--- src/rtl/bw_row_integral.sv ---
// Running per-row sum of a 4-bit grayscale pixel stream, tagged with column/row
// position and end-of-line/end-of-frame flags; one registered cycle of latency.
module bw_row_integral #(
    parameter int LINE_WIDTH = 640,
    parameter int LINES      = 480
) (
    input  logic        clk,
    input  logic        rst,
    input  logic        in_valid,
    input  logic        in_sof,
    input  logic [3:0]  in_bw,
    output logic        out_valid,
    output logic [13:0] out_sum,
    output logic [9:0]  out_x,
    output logic [8:0]  out_y,
    output logic        out_eol,
    output logic        out_eof,
    output logic        err_sync
);

    // Handshake: a pixel is taken on every rising edge where in_valid=1 (no
    // back-pressure); its result is presented for exactly one cycle with out_valid=1.

    typedef enum logic {
        WAIT_SOF = 1'b0,
        ACTIVE   = 1'b1
    } state_t;

    localparam logic [9:0] X_LAST = 10'(LINE_WIDTH - 1);
    localparam logic [8:0] Y_LAST = 9'(LINES - 1);

    state_t      state, state_nxt;
    logic        valid_nxt;
    logic [13:0] sum_nxt;
    logic [9:0]  x_nxt;
    logic [8:0]  y_nxt;
    logic        eol_nxt, eof_nxt, err_nxt;
    logic        start, step;

    assign start = in_valid & in_sof;
    assign step  = in_valid & ~in_sof & (state == ACTIVE);

    always_ff @(posedge clk or posedge rst) begin
        if (rst) begin
            state <= WAIT_SOF;
        end else begin
            state <= state_nxt;
        end
    end

    always_comb begin
        state_nxt = state;
        valid_nxt = 1'b0;
        sum_nxt   = out_sum;
        x_nxt     = out_x;
        y_nxt     = out_y;
        eol_nxt   = out_eol;
        eof_nxt   = out_eof;
        err_nxt   = err_sync;
        if (start) begin
            // A sof while a frame is open means the previous frame was cut short.
            err_nxt   = (state == ACTIVE);
            state_nxt = ACTIVE;
            valid_nxt = 1'b1;
            sum_nxt   = {10'd0, in_bw};
            x_nxt     = 10'd0;
            y_nxt     = 9'd0;
        end else if (step) begin
            valid_nxt = 1'b1;
            if (out_eol) begin
                sum_nxt = {10'd0, in_bw};
                x_nxt   = 10'd0;
                y_nxt   = out_y + 9'd1;
            end else begin
                sum_nxt = out_sum + {10'd0, in_bw};
                x_nxt   = out_x + 10'd1;
            end
        end
        if (start || step) begin
            eol_nxt = (x_nxt == X_LAST);
            eof_nxt = eol_nxt && (y_nxt == Y_LAST);
            if (eof_nxt) begin
                state_nxt = WAIT_SOF;
            end
        end
    end

    always_ff @(posedge clk or posedge rst) begin
        if (rst) begin
            out_valid <= 1'b0;
            out_sum   <= 14'd0;
            out_x     <= 10'd0;
            out_y     <= 9'd0;
            out_eol   <= 1'b0;
            out_eof   <= 1'b0;
            err_sync  <= 1'b0;
        end else begin
            out_valid <= valid_nxt;
            out_sum   <= sum_nxt;
            out_x     <= x_nxt;
            out_y     <= y_nxt;
            out_eol   <= eol_nxt;
            out_eof   <= eof_nxt;
            err_sync  <= err_nxt;
        end
    end

endmodule
--- config.mk ---
export PLATFORM = sky130hd
export DESIGN_NAME = bw_row_integral
export DESIGN_NICKNAME = d
export VERILOG_FILES = /design/src/rtl/bw_row_integral.sv
export SDC_FILE = /design/constraint.sdc
export NUM_CORES = 1
export LEC_CHECK = 0
export ABC_AREA = 1
export BUFFER_PORTS_ARGS = -buffer_cell sky130_fd_sc_hd__buf_2
export CAP_MARGIN = 25
export CELL_PAD_IN_SITES_DETAIL_PLACEMENT = 2
export CELL_PAD_IN_SITES_GLOBAL_PLACEMENT = 2
export CORE_UTILIZATION = 30
export DETAILED_ROUTE_END_ITERATION = 12
export GPL_TIMING_DRIVEN = 0
export PLACE_DENSITY = 0.79
export SYNTH_ARGS = -nofsm -noshare
export SYNTH_HDL_FRONTEND = slang
export SYNTH_SLANG_ARGS = --single-unit
--- constraint.sdc ---
create_clock -name clk -period 2.3 [get_ports clk]
set_input_delay 0.345 -clock clk [delete_from_list [all_inputs] [get_ports clk]]
set_output_delay 0.345 -clock clk [all_outputs]
set_load 0.02 [all_outputs]
==> flow_metrics.py <==
metrics = {
    "logic_synthesis": {
        "yosysWarnings": 0,
        "synth_edf_count": 0,
        "async_flop_share_pct": 100,
        "syn_inst": 314,
        "syn-num-nets": 329,
        "synth.cell_area_um2": 2210,
        "synth-main-ff-cell": "dfrtp_1",
        "yosysSeqAreaShare_pct": 43.0,
        "synth.avg_cell_area_um2": 7.04,
        "synth.distinct_cells": 29,
        "synth-seq-cells": 38,
    },
    "worst_setup_path": {
        "crit_type": "reg -> reg",
        "rr_startpoint": "out_sum[0]",
        "cp.required_ns": 2.47,
        "r2r_end": "out_sum[8]",
        "crit_fanout": 3,
        "crit_start": "out_sum[0]",
        "r2r_setup_slack_ns": 0.21,
        "crit_end": "out_sum[8]",
        "worstPathArrival_ns": 2.26,
        "r2r_cells": 12,
        "start_kind": "flop",
        "end_kind": "flop",
    },
    "timing": {
        "layout_setup_ws_ns": 0.211,
        "fmaxAchievable_mhz": 479,
        "worst_pin_slew_ns": 0.852,
        "setup_violations": 0,
        "period_share_pct": 90.8,
        "rsz0062_at_grt": "false",
        "fin_tns_setup_ns": 0,
        "finalHoldViolations": 0,
        "fin_crit_ns": 2.09,
        "skew_ns": 0.00414,
        "relSlewSlack_pct": 43.1,
        "drv_slew": 0,
    },
    "pwr": {
        "power_leakage_nw": 1.43,
        "power_switching_mw": 0.653,
        "p_clk_share_pct": 30.3,
        "combPwrFrac_pct": 26.0,
        "powerDensity_nw_per_um2": 694,
        "ir_worst_vdd_mv": 0.315,
        "power.share.sequential_pct": 43.6,
        "p_int_mw": 1.20,
        "swShare_pct": 35.2,
    },
    "floorplanning": {
        "die_area_um2": 7710,
        "rows": 30,
        "die_w_um": 87.8,
        "dieHeight_um": 87.8,
        "core_um2": 6940,
        "start_util_pct": 31.8,
        "ios": 45,
    },
    "clock_network": {
        "cts_root_buffer": "clkbuf_8",
        "numCtsBuffers": 5,
        "post-cts-setup-buffer-count": 0,
        "clock_latency_ns": 0.29,
        "tritoncts": "done",
        "clock_sinks": 38,
        "htree_levels": 2,
        "max-clock-path-buffers": 2,
        "cts.clk_slew.worst_paths_ns": 0.08,
    },
    "placement": {
        "place_ws_ns": 0.0203,
        "dp_hpwl_mm": 5.22,
        "port_buffers": 44,
        "placed_cells": 454,
        "gp_congestion": 0.752,
    },
    "finish": {
        "areaGrowthSynthToFinish_pct": 21.1,
        "multi_input_area_um2": 1070,
        "instances_no_fill": 462,
        "drive_gt1_share_pct": 18.6,
        "diodes": 0,
        "fill_cells": 877,
        "fin_util_pct": 38.5,
        "regArea_um2": 951,
        "nets": 380,
    },
    "global_route": {
        "grt_max_degree": 39,
        "grt_pass1_wl_mm": 11.4,
        "grt_overflow": 0,
        "grt_antenna_before_repair": 0,
        "globalRouteTotalUtil_pct": 19.3,
        "grt_pass1_vias": 2362,
    },
    "hold_path": {
        "hold_path.class": "in -> async",
    },
    "drt": {
        "drtAntennaViolNets": 0,
        "avgRoutedWirePerCell_um": 14.7,
        "num_vias": 2222,
        "drt-pass1-iter-count": 4,
        "drc": 0,
        "drt_iter0_drc": 63,
        "wl_mm": 6.80,
        "via_per_inst": 4.81,
    },
    "flow_run": {
        "maxCapViolations": 0,
    },
    "outcome": {
        "status": "completed",
    },
}
-- final cells by class --
| type | instances | area share (%) |
|---|---|---|
| plain buffers | 3 | 0.748 |
| clock buffers | 8 | 4.12 |
| inverters | 50 | 7.02 |
| multi-input cells | 223 | 39.9 |
| flip-flops and latches | 38 | 35.5 |
| well taps | 96 | 4.49 |
| repair buffers | 44 | 8.23 |
-- flip-flops by register name, indices dropped and copies added (netlist names) --
register / flops
out_eol: 1
out_sum: 14
out_x: 10
out_y: 9
err_sync: 1
out_valid: 1
out_eof: 1
state: 1
-- power by group through the flow --
stage	Sequential, mW	Combinational, mW	Clock, mW
finish	0.810	0.483	0.563
global route	0.824	0.545	0.591
CTS	0.813	0.487	0.574
detailed placement	0.824	0.482	0
global placement	0.823	0.456	0
floorplan	0.894	0.237	0
-- worst min path at each step --
stage | end | from | slack [ns]
final | out_sum[13] | rst | 0.21
after global routing | out_sum[11] | rst | 0.29
after CTS | out_sum[11] | rst | 0.26
after detailed placement | err_sync | err_sync | 0.47
after global placement | err_sync | err_sync | 0.46
after floorplan | out_sum[3] | in_bw[3] | 0.48
-- cells in the mapped netlist (2+ instances only) --
master     n  share of area [%]
nand3b_1   2               0.68
nor2_1    47                8.0
nand4_1    3               0.85
a31oi_1    2               0.57
o21ai_0    9                2.0
ha_1       6                3.4
inv_1     48                8.2
a21oi_1   15                3.4
or2_2      2               0.57
nand3_1   34                7.7
xor2_1     2               0.79
nor3_1     3               0.68
dfrtp_1   38                 43
nor2_2     2               0.57
nand2_1   87                 15
-- placed cells by master, fill, tap and decap left out --
cell type,n
or2_2,2
nand3_1,34
o22ai_1,1
nor2_1,45
inv_1,47
a221oi_1,1
buf_6,1
o211ai_1,1
nand4_1,3
ha_2,1
clkinv_1,1
fa_2,1
nand3_2,1
buf_2,45
inv_2,2
a31oi_1,2
nand3b_1,2
clkbuf_8,8
ha_1,5
dfrtp_1,38
nand2_2,3
o21ai_1,1
xor2_1,2
a21o_1,1
nor2_2,4
a21oi_1,15
a22oi_1,1
o21ai_0,9
nor3_1,3
buf_1,1
nand2_1,85
-- cell families after synthesis --
group | Yosys count | synth area share [%]
buffers and inverters | 53 | 9.40
adders and majority gates | 7 | 4.30
DFF | 38 | 43.0
AOI/OAI and AO/OA | 32 | 7.93
and+or+nand+nor | 182 | 34.5
xor gates and xnor gates | 2 | 0.793
-- what timing repair did --
item,in CTS,in global routing
hold buffers,0,0
gates resized for setup,0,6
setup endpoints to repair,0,3
-- critical path, stage by stage (launching register included) --
cell	delay, ns
dfrtp_1	0.38
ha_2	0.19
inv_1	0.05
fa_2	0.35
nand3b_1	0.19
nand2_2	0.10
nand2_2	0.06
nor2_2	0.11
nand3_1	0.10
nor2_2	0.18
inv_1	0.07
nand2_1	0.10
o22ai_1	0.08
-- layer usage --
layer  wire [um]  vias up  share of wire (%)  GRT usage [%]
li1            -     1091                  -              -
met4          64        0               0.94           4.92
met5           0        -                  0              0
met1        3180     1094                 47           23.6
met2        3390       30                 50           35.1
met3         163        7                2.4           3.11
-- through the flow --
stage / total power [mW] / hold WS, ns / instance area [um^2]
global placement: 1.28 / 0.461 / 2550
floorplan: 1.13 / 0.478 / 2210
detailed placement: 1.31 / 0.468 / 2550
finish: 1.86 / 0.207 / 2680
CTS: 1.87 / 0.259 / 2660
global route: 1.96 / 0.291 / 2680
No activity file was read; power rests on OpenSTA's default activity.
